--- src/rtl/dram_sched.sv ---
// rtl/dram_sched.sv - row-hit-first read scheduler in front of a single-bank row-buffer DRAM
// Issues one access at a time and self-times it from the tracked open row.
module dram_sched #(
  parameter int NREQ       = 4,
  parameter int ROWW       = 4,
  parameter int DATAW      = 32,
  parameter int T_HIT      = 1,
  parameter int T_MISS     = 20,
  parameter int STARVE_MAX = 4
) (
  input  logic                    clk,
  input  logic                    rstn,
  input  logic [NREQ-1:0]         req_valid,
  input  logic [NREQ*ROWW-1:0]    req_row,
  output logic [NREQ-1:0]         req_ready,
  output logic                    mem_valid,
  output logic [ROWW-1:0]         mem_row,
  input  logic [DATAW-1:0]        mem_y,
  output logic                    resp_valid,
  output logic [$clog2(NREQ)-1:0] resp_id,
  output logic [DATAW-1:0]        resp_data,
  output logic                    busy,
  output logic [ROWW-1:0]         open_row,
  output logic                    row_known
);
  localparam int IDW = $clog2(NREQ);
  localparam int CW  = $clog2(T_MISS + 1);
  localparam int SW  = $clog2(STARVE_MAX + 1);

  typedef enum logic [1:0] {S_IDLE, S_ISSUE, S_WAIT, S_RESP} state_t;

  state_t           r_state;
  logic [IDW-1:0]   r_rr;
  logic [IDW-1:0]   r_id;
  logic [SW-1:0]    r_starve;
  logic [ROWW-1:0]  r_row;
  logic [ROWW-1:0]  r_open_row;
  logic             r_row_known;
  logic             r_mem_valid;
  logic             r_resp_valid;
  logic [CW-1:0]    r_lat;
  logic [CW-1:0]    r_cnt;
  logic [DATAW-1:0] r_resp_data;

  logic [NREQ-1:0]  w_hit;
  logic             w_nonhit_pend;
  logic             w_use_hit;
  logic             w_grant_en;
  logic             w_win_hit;
  logic [IDW-1:0]   w_hit_idx;
  logic [IDW-1:0]   w_rr_idx;
  logic [IDW-1:0]   w_j;
  logic [IDW-1:0]   w_win;
  logic [ROWW-1:0]  w_win_row;

  always_comb begin
    w_hit         = '0;
    w_nonhit_pend = 1'b0;
    w_hit_idx     = '0;
    w_rr_idx      = '0;
    w_j           = '0;
    for (int i = 0; i < NREQ; i++) begin
      if (req_valid[i]) begin
        if (r_row_known && (req_row[i*ROWW +: ROWW] == r_open_row)) w_hit[i] = 1'b1;
        else w_nonhit_pend = 1'b1;
      end
    end
    for (int i = NREQ - 1; i >= 0; i--) begin
      if (w_hit[i]) w_hit_idx = IDW'(i);
    end
    // Scanning offsets downward leaves the nearest valid requester at or after r_rr.
    for (int k = NREQ - 1; k >= 0; k--) begin
      w_j = IDW'((int'(r_rr) + k) % NREQ);
      if (req_valid[w_j]) w_rr_idx = w_j;
    end
    w_use_hit  = (|w_hit) && (int'(r_starve) < STARVE_MAX);
    w_win      = w_use_hit ? w_hit_idx : w_rr_idx;
    w_win_row  = req_row[w_win*ROWW +: ROWW];
    w_win_hit  = w_hit[w_win];
    w_grant_en = rstn && (r_state == S_IDLE) && (|req_valid);
    req_ready  = '0;
    if (w_grant_en) req_ready[w_win] = 1'b1;
  end

  always_ff @(posedge clk) begin
    if (!rstn) begin
      r_state      <= S_IDLE;
      r_rr         <= '0;
      r_id         <= '0;
      r_starve     <= '0;
      r_row        <= '0;
      r_open_row   <= '0;
      r_row_known  <= 1'b0;
      r_mem_valid  <= 1'b0;
      r_resp_valid <= 1'b0;
      r_lat        <= '0;
      r_cnt        <= '0;
      r_resp_data  <= '0;
    end else begin
      r_mem_valid  <= 1'b0;
      r_resp_valid <= 1'b0;
      case (r_state)
        S_IDLE: begin
          if (w_grant_en) begin
            r_id        <= w_win;
            r_row       <= w_win_row;
            r_lat       <= w_win_hit ? CW'(T_HIT) : CW'(T_MISS);
            r_mem_valid <= 1'b1;
            r_state     <= S_ISSUE;
            // A hit grant only happens below STARVE_MAX, so the increment saturates there.
            if (w_use_hit) begin
              r_starve <= w_nonhit_pend ? r_starve + SW'(1) : '0;
            end else begin
              r_starve <= '0;
              r_rr     <= (int'(w_win) == NREQ - 1) ? '0 : w_win + IDW'(1);
            end
          end
        end
        S_ISSUE: begin
          r_cnt       <= r_lat;
          r_open_row  <= r_row;
          r_row_known <= 1'b1;
          r_state     <= S_WAIT;
        end
        S_WAIT: begin
          r_cnt <= r_cnt - CW'(1);
          if (r_cnt == CW'(1)) begin
            r_resp_data  <= mem_y;
            r_resp_valid <= 1'b1;
            r_state      <= S_RESP;
          end
        end
        S_RESP:  r_state <= S_IDLE;
        default: r_state <= S_IDLE;
      endcase
    end
  end

  assign mem_valid  = r_mem_valid;
  assign mem_row    = r_row;
  assign resp_valid = r_resp_valid;
  assign resp_id    = r_id;
  assign resp_data  = r_resp_data;
  assign busy       = (r_state != S_IDLE);
  assign open_row   = r_open_row;
  assign row_known  = r_row_known;
endmodule

--- config.mk ---
export PLATFORM = sky130hd
export DESIGN_NAME = dram_sched
export DESIGN_NICKNAME = d
export VERILOG_FILES = /design/src/rtl/dram_sched.sv
export SDC_FILE = /design/constraint.sdc
export NUM_CORES = 1
export LEC_CHECK = 0
export CORE_MARGIN = 2
export CORE_UTILIZATION = 25
export CTS_CLUSTER_DIAMETER = 100
export DETAILED_ROUTE_END_ITERATION = 8
export PLACE_DENSITY = 0.53
export SLEW_MARGIN = 5
export SYNTH_ARGS = -nofsm -noshare
export SYNTH_HDL_FRONTEND = slang
export SYNTH_SLANG_ARGS = --single-unit
--- constraint.sdc ---
create_clock -name clk -period 3.8 [get_ports clk]
set_input_delay 1.14 -clock clk [delete_from_list [all_inputs] [get_ports clk]]
set_output_delay 1.14 -clock clk [all_outputs]
set_load 0.01 [all_outputs]
Word-level counts from Yosys, hierarchy flattened
Cells that the tools add are included.

Order comparisons: 7. Multiply operators: 0. Divide/modulo/power cells: 0. Shift operators: 1. Bitwise operators: 1. Add/subtract/negate cells: 6. Muxes and demuxes: 48. Reductions and logical operators: 19. Equality and inequality tests: 11.

Operators by type and width (count): 2-to-1 mux 1 bit (24); 2-to-1 mux 2 bit (12); equality test 4 bit (4); indexed part select 16 x 5 -> 4 bit (1); less-than comparator 2 x 3 -> 1 bit (second input constant) (5); binary-select mux 1 bit (select 2 bit) (5); one-hot mux 5 bit (2 select lines) (1); AND reduction 2 bit (5); logical AND 1 bit (8); one-hot mux 2 bit (4 select lines) (1); OR reduction 4 bit (2); 2-to-1 mux 3 bit (2); equality test 5 x 1 -> 1 bit (second input constant) (1); 2-to-1 mux 5 bit (1); subtractor 5 x 1 -> 5 bit (second input constant) (1); adder 2 x 1 -> 2 bit (second input constant) (2); adder 2 bit (second input constant) (2); equality test 2 x 1 -> 1 bit (second input constant) (2); equality test 2 bit (second input constant) (2); 2-to-1 mux 4 bit (1); inequality test 2 bit (second input constant) (2); nonzero test 2 bit (2); adder 3 x 1 -> 3 bit (second input constant) (1); less-than comparator 3 bit (second input constant) (1); other kinds (5) (5).

ROM bits: 0. Memories: 0. Bits in latches: 0. Bits in registers: 62. Logic and storage cells: 105. Output and inout port bits: 50. Bits of input ports: 54. Memory bits (writable): 0.

Logic depth before layout (Yosys ltp)
Word-level depth: 14. Gate-level depth with buffers: 11. Mapped depth without buffers: 9.

Worst setup path before layout
No wires, ideal clock.

Path kind: input to output. From: input req_row[7]. To: output req_ready[3]. Data arrival time: 2667 ps. Setup slack: -7 ps. Buffers on the path: 1. Cell stages on the path: 9. Cell sequence: xnor2_1 nand3_1 or3_1 buf_6 o211ai_1 nand2_1 inv_1 ha_1 and3_1.

Word-level cells in the longest chain between the ends: 12. Elaborated cells between the ends (all ways): 15. Those cells by class: order compare (2); eq/ne (1); mux (8); reduce/logical (4).

RTL lines: start, declared (line 14) `input logic [NREQ*ROWW-1:0] req_row,`; equality test 4 bit (*) (line 64) `if (r_row_known && (req_row[i*ROWW +: ROWW] == r_open_row)) w_hit[i] = 1'b1;`; logical AND 1 bit (*) (line 64); 2-to-1 mux 1 bit (*) (line 64); 2-to-1 mux 1 bit (*) (line 63) `if (req_valid[i]) begin`; 2-to-1 mux 2 bit / OR reduction 4 bit (equally long branches) (line 69, 76); 2-to-1 mux 2 bit / logical AND 1 bit (equally long branches) (line 69, 76); 2-to-1 mux 2 bit (*) (line 77) `w_win = w_use_hit ? w_hit_idx : w_rr_idx;`; named net w_win[0] (line 53) `logic [IDW-1:0] w_win;`; less-than comparator 2 x 3 -> 1 bit (implied by the code) / >= comparator 2 x 1 -> 1 bit (equally long branches) (line 82) `if (w_grant_en) req_ready[w_win] = 1'b1;`; logical AND 1 bit (implied by the code) (line 82); 2-to-1 mux 1 bit (implied by the code) (line 82); demux 1 bit (select 2 bit) (*) (line 82); 2-to-1 mux 4 bit (*) (line 82); end, declared (line 15) `output logic [NREQ-1:0] req_ready,`.

The timed path passes the listed nets; every way through them passes the cells marked *.

Worst setup path after layout
From: input req_row[5]. To: output req_ready[3].

Word-level cells in the longest chain between the ends: 12. Elaborated cells between the ends (all ways): 15. Those cells by class: order compare (2); eq/ne (1); mux (8); reduce/logical (4).

RTL lines (line): equality test 4 bit (*) (64); logical AND 1 bit (*) (64); 2-to-1 mux 1 bit (*) (64); 2-to-1 mux 1 bit (*) (63); 2-to-1 mux 2 bit / OR reduction 4 bit (equally long branches) (69, 76); 2-to-1 mux 2 bit / logical AND 1 bit (equally long branches) (69, 76); 2-to-1 mux 2 bit (*) (77); less-than comparator 2 x 3 -> 1 bit (implied by the code) / >= comparator 2 x 1 -> 1 bit (equally long branches) (82); logical AND 1 bit (implied by the code) (82); 2-to-1 mux 1 bit (implied by the code) (82); demux 1 bit (select 2 bit) (*) (82); 2-to-1 mux 4 bit (*) (82).

Every way passes the cells marked *; elsewhere a longest branch is shown, timed or not.

==> results.md <==
- Routed WL per cell: ~15 um
- Final Routed Wirelength: about 9400 um
- Data required time at the worst endpoint: roughly 2.7 ns
- Total die area: around 13000 um2
- Dpl hpwl: 6479 um
- TritonCTS clock tree: done
- Total count of max-transition violations in the final report: 0
- Synth async-reset ratio: 0
- Number of violations of the max-capacitance limit: 0
- Library cell used as clock root buffer: sky130_fd_sc_hd__clkbuf_16
- Largest area contributor in the synthesized netlist: sky130_fd_sc_hd__dfxtp_1
- Drt first pass iters: 4
- Highest clock frequency the design can meet: approximately 0.25 GHz
- Latest clock arrival within the worst-skew pair: around 0.32 ns
- Horizontal extent of the die: approximately 110 um
- Number of enable-type register cells in the synthesized netlist: 0
- Final net count: 550
- Count of state elements after synthesis: slightly below 60
- Setup Viol. Count Final: 4
- Count of filler cells inserted in the layout: 1142
- Worst hold slack across all endpoints: approximately 0.46 ns
- Top area cells in the synthesized netlist: sky130_fd_sc_hd__dfxtp_1 39%, sky130_fd_sc_hd__nand2_1 10%, sky130_fd_sc_hd__a21boi_0 9.7%, sky130_fd_sc_hd__ha_1 4.2%, sky130_fd_sc_hd__xnor2_1 3.5%
- Non-filler cells, final: between 600 and 700
- Remaining Overflow, GRT: 0
- H-tree lvl count: 3
- Total I/O pin count: between 100 and 150
- Proportion of synthesized chip area in sequential cells: 0.3928
- Average footprint of a synthesized cell: around 8.6 um2
- Final setup skew: around 0.005 ns
- Total of hold buffers inserted after clock tree synthesis: 0
- Initial antenna violation count: 0
- Clock Tree Buf Depth: 2
- Worst Slack Setup Final: -0.2084 ns
- Cell Area, Synth: approximately 3000 um2
- Status: complete, but fails checks
- Arr. time, crit path: roughly 2.9 ns
- Weighted congestion at the end of routability-driven global placement: about 0.77
- Core area: between 10000 and 15000 um2
- Wire length of the first global-routing pass: around 15000 um
- Class of the tightest hold or removal check: reg -> reg
- Detailed router's first-iteration violation count: about 110
- Multi-input combinational cell area: around 1800 um2
- Sink count of the clock tree: between 50 and 60
- Clock Pin Slew Worst Setup and Hold Paths: 0.05 ns
- RSZ-0062 raised after global routing: yes
- Relative max-transition margin: 0.1841
- Sort of element at the start of the critical path: input port
- Overall power after layout: roughly 2600 uW
- CP max FO: 4
- Synthesized instance count: between 300 and 400
- End-of-flow core utilization: 0.4160
- Number of vias per cell: 4.605
- Initial cell density of the core: 0.2535
- Std cell rows: 40
- Synthesized Nets: roughly 410
- DP Cell Count: 598
- Via total after detailed routing: approximately 3000
- Count of warnings emitted by yosys: 0
- Final hold violations: 0
- Global-route usage over all layers: 0.1441
- Storage cell area: roughly 1200 um2
- Final antenna-violating net count: 0
- Reported leakage power: 0.001885 uW
- Startpoint-to-endpoint class of the critical path: in -> out
- Number of DRC violations after detailed routing: 0
- Unique masters post-synth: between 40 and 50
- Maximum number of pins on one net before global-route repair: 47
- Area share of the largest cell type after synthesis: 0.3928
- Count of input and output buffers: a little over 100
- Failing checks: setup timing
- Vias in the first global route: between 2000 and 3000
- Dominant synthesized flop cell: sky130_fd_sc_hd__dfxtp_1
- Minimum clock period: 4.008 ns
- Peak ir drop on the vdd network: 0.0002071 V
- Critical Path Sink Type: primary output
- Number of buffers inserted during clock tree synthesis: 9
- Layout overhead on the synthesized area: 64.13%
- Total power divided by cell area: ~520 nW/um2
- Antenna cells: 0
- Most frequent cells in the layout: 78 x sky130_fd_sc_hd__nand2_1, 78 x sky130_fd_sc_hd__clkdlybuf4s50_1, 59 x sky130_fd_sc_hd__dfxtp_1, 38 x sky130_fd_sc_hd__a21boi_0, 33 x sky130_fd_sc_hd__buf_4
- Fraction of layout cells with a size suffix above 1: 0.2515
- Die H: 113.7 um
- Fraction of the cycle the final worst path needs: 1.055
- Worst-Margin Slew: ~1.2 ns
==> worst paths after layout <==
kind / from / endpoint / slack (ns) / cells past startpoint
setup / recovery: req_row[5] / req_ready[3] / -0.21 / 11
hold / removal: resp_data[24] / resp_data[24] / 0.46 / 2
setup reg to reg: open_row[2] / r_starve[2] / 0.58 / 22
hold reg to reg: resp_data[24] / resp_data[24] / 0.46 / 2
==> stage by stage <==
| stage | setup WS, ns | TNS [ns] | area [um2] |
|---|---|---|---|
| 6_report | -0.2084 | -0.7920 | 4935 |
| 5_1_grt | -0.2669 | -1.015 | 4935 |
| 4_1_cts | -0.1899 | -0.9210 | 4841 |
| 3_5_place_dp | -1.107 | -4.304 | 4282 |
| 3_3_place_gp | -1.042 | -4.046 | 4282 |
| 2_1_floorplan | -0.004949 | -0.004949 | 3037 |
==> Yosys cell counts, types with 2 or more instances <==
cell,n
sky130_fd_sc_hd__o211a_1,2
sky130_fd_sc_hd__or2_2,2
sky130_fd_sc_hd__ha_1,10
sky130_fd_sc_hd__buf_6,5
sky130_fd_sc_hd__and2_1,3
sky130_fd_sc_hd__a21o_1,2
sky130_fd_sc_hd__a21boi_0,39
sky130_fd_sc_hd__inv_1,12
sky130_fd_sc_hd__dfxtp_1,59
sky130_fd_sc_hd__and3_1,10
sky130_fd_sc_hd__clkbuf_1,15
sky130_fd_sc_hd__o21ai_0,7
sky130_fd_sc_hd__nand3_1,5
sky130_fd_sc_hd__nor2_1,5
sky130_fd_sc_hd__nor3_1,4
sky130_fd_sc_hd__buf_2,2
sky130_fd_sc_hd__mux2_1,2
sky130_fd_sc_hd__nor4_1,2
sky130_fd_sc_hd__xor2_1,4
sky130_fd_sc_hd__nor2b_1,10
sky130_fd_sc_hd__a221o_1,4
sky130_fd_sc_hd__a2bb2oi_1,2
sky130_fd_sc_hd__mux2_2,5
sky130_fd_sc_hd__o211ai_1,3
sky130_fd_sc_hd__nand2_1,81
sky130_fd_sc_hd__nand2b_1,2
sky130_fd_sc_hd__buf_1,2
sky130_fd_sc_hd__o22ai_1,4
sky130_fd_sc_hd__a22oi_1,3
sky130_fd_sc_hd__mux2i_1,7
sky130_fd_sc_hd__a21oi_1,7
sky130_fd_sc_hd__xnor2_1,12
sky130_fd_sc_hd__or3_1,4
==> power breakdown <==
group          total [uW]  internal (uW)  switching [uW]
clock network         815            552             263
logic                 952            518             434
registers             802            707            95.0
total                2570           1780             793
==> final cells by class <==
type | count | area share
flip-flops and latches | 59 | 0.2394
clock inverters | 2 | 0.007099
multi-input cells | 255 | 0.3737
well taps | 147 | 0.03727
inverters | 12 | 0.009128
repair buffers | 149 | 0.2794
clock buffers | 12 | 0.05401
==> flip-flops by register name (all words and copies together), names as in the netlist <==
name / count
resp_data: 32
r_cnt: 5
mem_row: 4
open_row: 4
r_starve: 3
r_lat: 2
r_rr: 2
r_state: 2
resp_id: 2
mem_valid: 1
resp_valid: 1
row_known: 1
==> routing by layer <==
layer | wire (um) | GRT usage | vias to the layer above
met5 | 0 | 0 | -
met4 | 181 | 0.05528 | 0
met3 | 328 | 0.02869 | 17
met2 | 4765 | 0.2523 | 61
met1 | 4135 | 0.1742 | 1384
li1 | - | - | 1467
==> worst max-delay path, stage by stage <==
cell	delay, ns
sky130_fd_sc_hd__buf_6	0.10
sky130_fd_sc_hd__xnor2_2	0.18
sky130_fd_sc_hd__nand2_2	0.11
sky130_fd_sc_hd__or3_4	0.39
sky130_fd_sc_hd__buf_6	0.14
sky130_fd_sc_hd__a21oi_4	0.18
sky130_fd_sc_hd__nor2_4	0.07
sky130_fd_sc_hd__buf_6	0.12
sky130_fd_sc_hd__ha_2	0.16
sky130_fd_sc_hd__and3_4	0.17
sky130_fd_sc_hd__buf_6	0.11
==> logic make-up (layout without fill, tap and decap cells) <==
family | count (synthesis) | in the layout | share of synthesized area
AOI/OAI and AO/OA | 81 | 81 | 0.2010
and+or+nand+nor | 133 | 133 | 0.2052
xor gates and xnor gates | 16 | 16 | 0.04661
buffers and inverters | 36 | 175 | 0.05826
adders and majority gates | 10 | 10 | 0.04161
DFF | 59 | 59 | 0.3928
muxes | 15 | 15 | 0.05451
==> timing repair <==
action | CTS | global route
buffers inserted | 24 | 11
pin swaps | 28 | 18
resized for setup | 100 | 36
setup endpoints to repair | 4 | 7
No activity file was read; power rests on OpenSTA's default activity.
